`src/rtl/mc_ctrl_fsm.sv`:
```
// mc_ctrl_fsm: multi-cycle MIPS control FSM sequencing a single shared ALU.
// Define MC_CTRL_TRAP_EN to enable overflow/illegal-instruction traps to vector 0x80.
module mc_ctrl_fsm (
    input  logic       clk,
    input  logic       rst_n,
    input  logic [5:0] opcode,
    input  logic [5:0] funct,
    input  logic       alu_sgn,
    input  logic       alu_err,
    input  logic       mem_ready,
    output logic [5:0] alu_func,
    output logic [1:0] alu_srca,
    output logic [2:0] alu_srcb,
    output logic       pc_write,
    output logic [1:0] pc_src,
    output logic       ir_write,
    output logic       iord,
    output logic       mem_req,
    output logic       mem_we,
    output logic       reg_write,
    output logic [1:0] reg_dst,
    output logic [1:0] wb_src,
    output logic       exc,
    output logic [1:0] exc_cause,
    output logic       instr_done
);

    localparam logic [5:0] F_ADD = 6'b000010, F_SUB = 6'b000100, F_AND = 6'b001000;
    localparam logic [5:0] F_OR = 6'b010000, F_NOR = 6'b100000, F_SLTU = 6'b000101;
    localparam logic [5:0] F_SLT = 6'b001001, F_XOR = 6'b010001, F_PASSB = 6'b010010;
    localparam logic [5:0] F_SRA = 6'b011000, F_SRL = 6'b101000, F_SLL = 6'b110000;
    localparam logic [5:0] F_CMP_EQ = 6'b000110, F_CMP_NE = 6'b100001;

    localparam logic [5:0] OP_RTYPE = 6'b000000, OP_J = 6'b000010, OP_JAL = 6'b000011;
    localparam logic [5:0] OP_BEQ = 6'b000100, OP_BNE = 6'b000101, OP_ADDI = 6'b001000;
    localparam logic [5:0] OP_ADDIU = 6'b001001, OP_SLTI = 6'b001010, OP_SLTIU = 6'b001011;
    localparam logic [5:0] OP_ANDI = 6'b001100, OP_ORI = 6'b001101, OP_XORI = 6'b001110;
    localparam logic [5:0] OP_LUI = 6'b001111, OP_LW = 6'b100011, OP_SW = 6'b101011;

    localparam logic [5:0] FN_SLL = 6'b000000, FN_SRL = 6'b000010, FN_SRA = 6'b000011;
    localparam logic [5:0] FN_ADD = 6'b100000, FN_ADDU = 6'b100001, FN_SUB = 6'b100010;
    localparam logic [5:0] FN_SUBU = 6'b100011, FN_AND = 6'b100100, FN_OR = 6'b100101;
    localparam logic [5:0] FN_XOR = 6'b100110, FN_NOR = 6'b100111, FN_SLT = 6'b101010;
    localparam logic [5:0] FN_SLTU = 6'b101011;

    typedef enum logic [3:0] {
        S_RST = 4'd0, S_FETCH = 4'd1, S_DECODE = 4'd2, S_EXEC_R = 4'd3, S_EXEC_I = 4'd4,
        S_WB_R = 4'd5, S_WB_I = 4'd6, S_MEM_ADDR = 4'd7, S_MEM_RD = 4'd8, S_MEM_WB = 4'd9,
        S_MEM_WR = 4'd10, S_BRANCH = 4'd11, S_JUMP = 4'd12
`ifdef MC_CTRL_TRAP_EN
        , S_TRAP = 4'd13
`endif
    } state_t;

    state_t state_r;
    state_t next_state_s;

    // ALU code for an R-type funct; zero doubles as "not a recognised funct".
    function automatic logic [5:0] r_alu_func(input logic [5:0] fn);
        case (fn)
            FN_ADD, FN_ADDU: r_alu_func = F_ADD;
            FN_SUB, FN_SUBU: r_alu_func = F_SUB;
            FN_AND:          r_alu_func = F_AND;
            FN_OR:           r_alu_func = F_OR;
            FN_XOR:          r_alu_func = F_XOR;
            FN_NOR:          r_alu_func = F_NOR;
            FN_SLT:          r_alu_func = F_SLT;
            FN_SLTU:         r_alu_func = F_SLTU;
            FN_SLL:          r_alu_func = F_SLL;
            FN_SRL:          r_alu_func = F_SRL;
            FN_SRA:          r_alu_func = F_SRA;
            default:         r_alu_func = 6'd0;
        endcase
    endfunction

    function automatic logic r_legal(input logic [5:0] fn);
        r_legal = (r_alu_func(fn) != 6'd0);
    endfunction

    function automatic logic r_is_shift(input logic [5:0] fn);
        r_is_shift = (fn == FN_SLL) || (fn == FN_SRL) || (fn == FN_SRA);
    endfunction

    function automatic logic [5:0] i_alu_func(input logic [5:0] op);
        case (op)
            OP_SLTI:  i_alu_func = F_SLT;
            OP_SLTIU: i_alu_func = F_SLTU;
            OP_ANDI:  i_alu_func = F_AND;
            OP_ORI:   i_alu_func = F_OR;
            OP_XORI:  i_alu_func = F_XOR;
            OP_LUI:   i_alu_func = F_PASSB;
            default:  i_alu_func = F_ADD;
        endcase
    endfunction

    // Logical immediates are zero-extended, lui shifts its immediate up by 16.
    function automatic logic [2:0] i_srcb(input logic [5:0] op);
        case (op)
            OP_ANDI, OP_ORI, OP_XORI: i_srcb = 3'd4;
            OP_LUI:                   i_srcb = 3'd5;
            default:                  i_srcb = 3'd2;
        endcase
    endfunction

`ifdef MC_CTRL_TRAP_EN
    localparam logic [1:0] CAUSE_OVF = 2'b01, CAUSE_ILL = 2'b10;
    logic [1:0] trap_cause_s;
`else
    logic unused_err_s;
    assign unused_err_s = alu_err;
`endif

    // State register; an asserted reset aborts any outstanding memory request at once.
    always_ff @(posedge clk or negedge rst_n) begin
        if (!rst_n) begin
            state_r <= S_RST;
        end else begin
            state_r <= next_state_s;
        end
    end

    // Next-state and datapath control decode.
    always_comb begin
        next_state_s = state_r;
        alu_func   = 6'd0;
        alu_srca   = 2'd0;
        alu_srcb   = 3'd0;
        pc_write   = 1'b0;
        pc_src     = 2'd0;
        ir_write   = 1'b0;
        iord       = 1'b0;
        mem_req    = 1'b0;
        mem_we     = 1'b0;
        reg_write  = 1'b0;
        reg_dst    = 2'd0;
        wb_src     = 2'd0;
        exc        = 1'b0;
        instr_done = 1'b0;
`ifdef MC_CTRL_TRAP_EN
        trap_cause_s = 2'b00;
`endif
        case (state_r)
            S_RST: next_state_s = S_FETCH;
            S_FETCH: begin
                mem_req  = 1'b1;
                alu_srcb = 3'd1;
                alu_func = F_ADD;
                if (mem_ready) begin
                    pc_write     = 1'b1;
                    ir_write     = 1'b1;
                    next_state_s = S_DECODE;
                end else begin
                    next_state_s = S_FETCH;
                end
            end
            S_DECODE: begin
                alu_srcb = 3'd3;
                alu_func = F_ADD;
                case (opcode)
`ifdef MC_CTRL_TRAP_EN
                    OP_RTYPE: next_state_s = S_EXEC_R;
`else
                    OP_RTYPE: begin
                        if (r_legal(funct)) begin
                            next_state_s = S_EXEC_R;
                        end else begin
                            instr_done   = 1'b1;
                            next_state_s = S_FETCH;
                        end
                    end
`endif
                    OP_ADDI, OP_ADDIU, OP_ANDI, OP_ORI, OP_XORI, OP_SLTI, OP_SLTIU, OP_LUI:
                        next_state_s = S_EXEC_I;
                    OP_LW, OP_SW:   next_state_s = S_MEM_ADDR;
                    OP_BEQ, OP_BNE: next_state_s = S_BRANCH;
                    OP_J, OP_JAL:   next_state_s = S_JUMP;
`ifdef MC_CTRL_TRAP_EN
                    default: begin
                        trap_cause_s = CAUSE_ILL;
                        next_state_s = S_TRAP;
                    end
`else
                    default: begin
                        instr_done   = 1'b1;
                        next_state_s = S_FETCH;
                    end
`endif
                endcase
            end
            S_EXEC_R: begin
                alu_func = r_alu_func(funct);
                alu_srcb = 3'd0;
                if (r_is_shift(funct)) begin
                    alu_srca = 2'd2;
                end else begin
                    alu_srca = 2'd1;
                end
`ifdef MC_CTRL_TRAP_EN
                if (!r_legal(funct)) begin
                    trap_cause_s = CAUSE_ILL;
                    next_state_s = S_TRAP;
                end else if (alu_err && ((funct == FN_ADD) || (funct == FN_SUB))) begin
                    trap_cause_s = CAUSE_OVF;
                    next_state_s = S_TRAP;
                end else begin
                    next_state_s = S_WB_R;
                end
`else
                next_state_s = S_WB_R;
`endif
            end
            S_EXEC_I: begin
                alu_srca = 2'd1;
                alu_srcb = i_srcb(opcode);
                alu_func = i_alu_func(opcode);
`ifdef MC_CTRL_TRAP_EN
                if (alu_err && (opcode == OP_ADDI)) begin
                    trap_cause_s = CAUSE_OVF;
                    next_state_s = S_TRAP;
                end else begin
                    next_state_s = S_WB_I;
                end
`else
                next_state_s = S_WB_I;
`endif
            end
            S_WB_R, S_WB_I: begin
                reg_write    = 1'b1;
                reg_dst      = (state_r == S_WB_R) ? 2'd1 : 2'd0;
                instr_done   = 1'b1;
                next_state_s = S_FETCH;
            end
            S_MEM_ADDR: begin
                alu_srca = 2'd1;
                alu_srcb = 3'd2;
                alu_func = F_ADD;
                if (opcode == OP_SW) begin
                    next_state_s = S_MEM_WR;
                end else begin
                    next_state_s = S_MEM_RD;
                end
            end
            S_MEM_RD: begin
                mem_req = 1'b1;
                iord    = 1'b1;
                if (mem_ready) begin
                    next_state_s = S_MEM_WB;
                end else begin
                    next_state_s = S_MEM_RD;
                end
            end
            S_MEM_WB: begin
                reg_write    = 1'b1;
                wb_src       = 2'd1;
                instr_done   = 1'b1;
                next_state_s = S_FETCH;
            end
            S_MEM_WR: begin
                mem_req = 1'b1;
                mem_we  = 1'b1;
                iord    = 1'b1;
                if (mem_ready) begin
                    instr_done   = 1'b1;
                    next_state_s = S_FETCH;
                end else begin
                    next_state_s = S_MEM_WR;
                end
            end
            S_BRANCH: begin
                alu_srca     = 2'd1;
                alu_srcb     = 3'd0;
                alu_func     = (opcode == OP_BNE) ? F_CMP_NE : F_CMP_EQ;
                pc_write     = alu_sgn;
                pc_src       = 2'd1;
                instr_done   = 1'b1;
                next_state_s = S_FETCH;
            end
            S_JUMP: begin
                pc_write   = 1'b1;
                pc_src     = 2'd2;
                instr_done = 1'b1;
                // jal links the already-incremented PC before the PC reloads.
                if (opcode == OP_JAL) begin
                    reg_write = 1'b1;
                    reg_dst   = 2'd2;
                    wb_src    = 2'd2;
                end else begin
                    reg_write = 1'b0;
                end
                next_state_s = S_FETCH;
            end
`ifdef MC_CTRL_TRAP_EN
            S_TRAP: begin
                pc_write     = 1'b1;
                pc_src       = 2'd3;
                exc          = 1'b1;
                instr_done   = 1'b1;
                next_state_s = S_FETCH;
            end
`endif
            default: next_state_s = S_RST;
        endcase
    end

`ifdef MC_CTRL_TRAP_EN
    // Trap cause is captured on entry to TRAP so it is visible alongside exc.
    always_ff @(posedge clk or negedge rst_n) begin
        if (!rst_n) begin
            exc_cause <= 2'b00;
        end else if (next_state_s == S_TRAP) begin
            exc_cause <= trap_cause_s;
        end else begin
            exc_cause <= exc_cause;
        end
    end
`else
    assign exc_cause = 2'b00;
`endif

endmodule

```
`config.mk`:
```
export PLATFORM = sky130hd
export DESIGN_NAME = mc_ctrl_fsm
export DESIGN_NICKNAME = d
export VERILOG_FILES = /design/src/rtl/mc_ctrl_fsm.sv
export SDC_FILE = /design/constraint.sdc
export NUM_CORES = 1
export LEC_CHECK = 0
export CORE_MARGIN = 1
export CORE_UTILIZATION = 46
export DETAILED_ROUTE_END_ITERATION = 10
export GPL_TIMING_DRIVEN = 1
export PLACE_DENSITY_LB_ADDON = 0.05
export SLEW_MARGIN = 25
export SYNTH_ARGS = -nofsm -noshare
export SYNTH_HDL_FRONTEND = slang
export SYNTH_SLANG_ARGS = --single-unit
```
`constraint.sdc`:
```
create_clock -name clk -period 3.7 [get_ports clk]
set_clock_uncertainty 0.05 [all_clocks]
set_input_delay 0.74 -clock clk [delete_from_list [all_inputs] [get_ports clk]]
set_output_delay 0.74 -clock clk [all_outputs]
set_load 0.05 [all_outputs]
```
* Word-level counts from Yosys, hierarchy flattened *
Memories as Yosys holds them, arrays and structs flattened.
Cells that the tools add are included.

operators by class
  reductions and logical operators = 20
  equal/unequal tests = 28
  multiplexer cells = 32

operators with widths
  kind                                            count
  == test 6 x 4 -> 1 bit (second input constant)  8
  case mux 4 bit (8 select lines)                 1
  case mux 5 bit (6 select lines)                 1
  == test 6 x 2 -> 1 bit (second input constant)  4
  case mux 6 bit (4 select lines)                 1
  == test 4 bit (second input constant)           5
  case mux 4 bit (5 select lines)                 1
  2-to-1 mux 6 bit                                3
  == test 4 x 3 -> 1 bit (second input constant)  4
  case mux 2 bit (2 select lines)                 4
  OR reduction 3 bit                              5
  OR reduction 14 bit                             1
  == test 6 x 3 -> 1 bit (second input constant)  2
  == test 6 bit (second input constant)           2
  zero test 6 bit                                 2
  case mux 3 bit (4 select lines)                 1
  2-to-1 mux 2 bit                                5
  OR reduction 2 bit                              5
  2-to-1 mux 1 bit                                9
  == test 4 x 2 -> 1 bit (second input constant)  2
  OR reduction 8 bit                              1
  case mux 1 bit (3 select lines)                 2
  case mux 3 bit (2 select lines)                 1
  nonzero test 6 bit                              1
  other kinds (7)                                 9

storage, ports and cells
  logic and storage cells = 83
  bits in read-only memories = 768
  input bits = 17
  output and inout bits = 27
  bits in registers = 4
  memories kept = 2

memory list
  memory           words  bits a word  read ports  clocked after memory_dff  write ports  RTL line  text
  (no name shown)  64     6            1           0                         0            60        case (fn)
  (no name shown)  64     6            1           0                         0            60

* Longest topological paths before layout *
  depth in word-level cells = 7
  gate-level depth with buffers = 7
  depth with buffers taken out = 7

* Least setup slack after synthesis *
OpenSTA, ideal clock, no wires.

  path type = register -> output
  start = reg state_r[0]
  end = out reg_write
  buffers on the path = 0
  setup slack = -0.811 ns
  cell stages (with the launch flop) = 6
  data arrival time = 3.721 ns
  data required time = 2.910 ns
  cell sequence = dfrtp_1 nand2b_1 nor3b_1 inv_1 nor3_1 a211o_1

on the way
  word-level cells in the longest chain between the ends = 3
  elaborated cells on any way between the ends = 6
  classes of those cells = 4 x eq/ne; 1 x mux; 1 x reduce/logical

ends and longest elaborated chain
  item                                                            RTL line  text
  start: declaration                                              55        state_t state_r;
  start signal: assignment                                        118       state_r <= next_state_s;
  == test 4 x 3 -> 1 bit / == test 4 bit (equally long branches)  142       case (state_r)
  OR reduction 3 bit (no source line)                             --
  case mux 1 bit (2 select lines) *                               142
  end: declaration                                                20        output logic reg_write,

Every way passes the cells marked *; elsewhere a longest branch is shown, timed or not.

* Final worst setup path *
  start = in funct[1]
  end = out instr_done

on the way
  word-level cells in the longest chain between the ends = 7

ends and longest elaborated chain
  item                             RTL line  text
  start: declaration               7         input logic [5:0] funct,
  memory read (64 x 6 bit)         --
  2-to-1 mux 6 bit                 159       case (opcode)
  2-to-1 mux 6 bit                 142
  nonzero test 6 bit               77        r_legal = (r_alu_func(fn) != 6'd0);
  2-to-1 mux 1 bit                 164       if (r_legal(funct)) begin
  case mux 1 bit (2 select lines)  159
  case mux 1 bit (3 select lines)  142
  end: declaration                 25        output logic instr_done

Every way passes these cells. The select of a mux whose other input is x is not followed.

==> qor.txt <==
R2R Path Start = state_r[1]
Final Slew Violations = 0
Crit. End Element = primary output
DIE AREA = 0.00243 sq mm
Dominant cells by area after synthesis = dfrtp_1 9.7%, nor2b_1 7.3%, nand2_1 4.4%
Drt via density = 6.02
Layout cells sized above 1 = 0.185
Class of the most critical hold timing path = input port to asynchronous set/reset pin
Clk sink count = 4
# rows = 16
CTS root buffer = clkbuf_4
Post-layout util = 0.752
Flop-to-flop setup slack = 1.92 ns
Wirelength per Cell = 14.7 microns
Startpoint Class = input port
DRT Pass-1 Iters = 6
Unique masters post-synth = 54
H-Tree Depth = 1
Max Used Layer = met4
Rel. slew slack = 0.651
Tmin final = 3.56 ns
Mapped Area = 0.00103 sq mm
Die W = 49.3 microns
Starting DRT DRC Count = 62
Post-DRT Antenna Nets = 0
WL final = 3100 microns
Clk_lat worst skew = 0.24 ns
Biggest regs = state_r x4
Seq/Total Area, Yosys = 0.0971
CTS resizes = 0
Tot GR Track Use = 0.261
# hold bufs at CTS = 0
Vias in the first global route = 1087
Final net count = 206
Dpl cells = 208
Fin Setup TNS = 0 ns
WL met3 = 233 microns
Routed wl met2 = 1490 microns
DR vias = 1271
Source of the critical timing path = funct[1]
Ys async rst share = 1.00
Max-cap viol count = 0
Routed met1 length = 1340 microns
Global placer's final weighted congestion = 0.926
Post-synth top flop = dfrtp_1
Worst VDD drop = 0.532 mV
Unrepaired setup endpoints after global routing = false
Mean Syn Cell Area = 6.87 sq um
First-pass GRT wire length = 4930 microns
PwrDens = 593 mW/mm^2
Crit path DAT = 2.77 ns
Leakage = 0.000597 uW
Hold Vio Cnt, Final = 0
Dpl hpwl = 2490 microns
Critical Path RT = 2.91 ns
Post-synth top cells = 12 x nand2_1, 12 x nor2_1, 12 x nor2b_1
Initial antenna violation count = 0
Post-route DRC = 0
Diodes inserted = 0
FMAX = 281 MHz
Setup bufs post-CTS = 0
Fin cells = 211
Area fraction of the dominant cell type after synthesis = 0.0971
Largest register FFs = 4
Boundary pin count = 44
Total power = 910 uW
Clock transition at path regs = 0.04 ns
Seq cells post-synth = 4
Worst slew pin tran = 0.524 ns
TritonCTS Buffers = 3
Initial Utilization = 0.505
CP max FO = 4
Die Ht = 49.3 microns
Core ar. = 0.00204 sq mm
Largest net degree at the start of global routing = 19
Status = completed
Synth warn = 0
CTS tree = done
Biggest register = state_r
Global route overflow = 0
Final setup violation count = 0
Synth area leader = dfrtp_1
Final period utilization = 0.961
Area growth, synth to finish = 48.9%
Post-synth EDFFs = 0
Cell count after synthesis = 150
Port bufs = 39
Longest Clk Path Bufs = 2
Worst setup path class = input port to primary output
[report_power, final]
group	internal, uW	switching [uW]	total (uW)
sequential	58.2	60.5	119
combinational	308	425	733
clock	36.5	21.3	57.9
total	403	507	910
[worst max-delay path, stage by stage]
cell	delay, ns
clkdlybuf4s50_1	0.54
inv_1	0.08
ha_1	0.20
or2_2	0.32
a32oi_1	0.21
o211a_1	0.19
a21boi_0	0.10
o21ai_2	0.22
buf_12	0.17
[worst paths after layout]
path | end | cells after the start
worst max-delay path | instr_done | 9
worst min-delay path | state_r[1] | 1
worst max register to register | state_r[3] | 3
worst min register to register | state_r[0] | 2
max in group asynchronous | state_r[0] | 1
min in group clk | state_r[0] | 2
[area by class of cell]
type / instances / area (sq um)
clock buffers: 3 / 22.5
inverters: 6 / 22.5
multi-input cells: 129 / 843
flip-flops and latches: 4 / 100
well taps: 27 / 33.8
fillers: 180 / 507
repair buffers: 42 / 513
[cell usage in the layout, fill, tap and decap left out, types with 2 or more instances in the layout]
cell	instances
nand2_1	12
nor2_1	12
nor2b_1	12
and3_1	2
o21ai_0	7
buf_12	11
dfrtp_1	4
nor3_1	6
clkdlybuf4s50_1	24
clkbuf_4	3
or4b_4	2
nand4_1	2
a22oi_1	2
o21a_1	3
nand2b_1	4
xnor2_1	2
nand4b_1	3
mux2i_1	2
ha_1	3
conb_1	3
nand3_1	6
a21oi_1	5
buf_4	7
inv_1	6
nor4_1	2
o21ai_2	2
or2_2	3
nor3b_1	3
o211ai_1	2
or3_1	3
[stage by stage]
step	hold WS [ns]	worst slack [ns]	area (sq um)
2_1_floorplan	0.394	0.182	1050
4_1_cts	0.663	0.0800	1530
3_3_place_gp	0.736	0.145	1510
5_1_grt	0.666	0.0399	1540
3_5_place_dp	0.752	0.107	1510
6_report	0.656	0.143	1540
[cell families after synthesis]
kind of cell	synth area share
compound gates	0.267
xor+xnor	0.0170
fa+ha+maj	0.0461
buf+inv	0.106
flops	0.0971
mux	0.0194
other cells	0.00364
simple gates	0.444
[per-layer routing]
| layer | up-vias | global-route usage |
|---|---|---|
| met3 | 6 | 0.0374 |
| met5 | - | 0 |
| li1 | 616 | - |
| met2 | 70 | 0.404 |
| met1 | 579 | 0.361 |
| met4 | 0 | 0.0980 |
(Power assumes the default switching activity.)
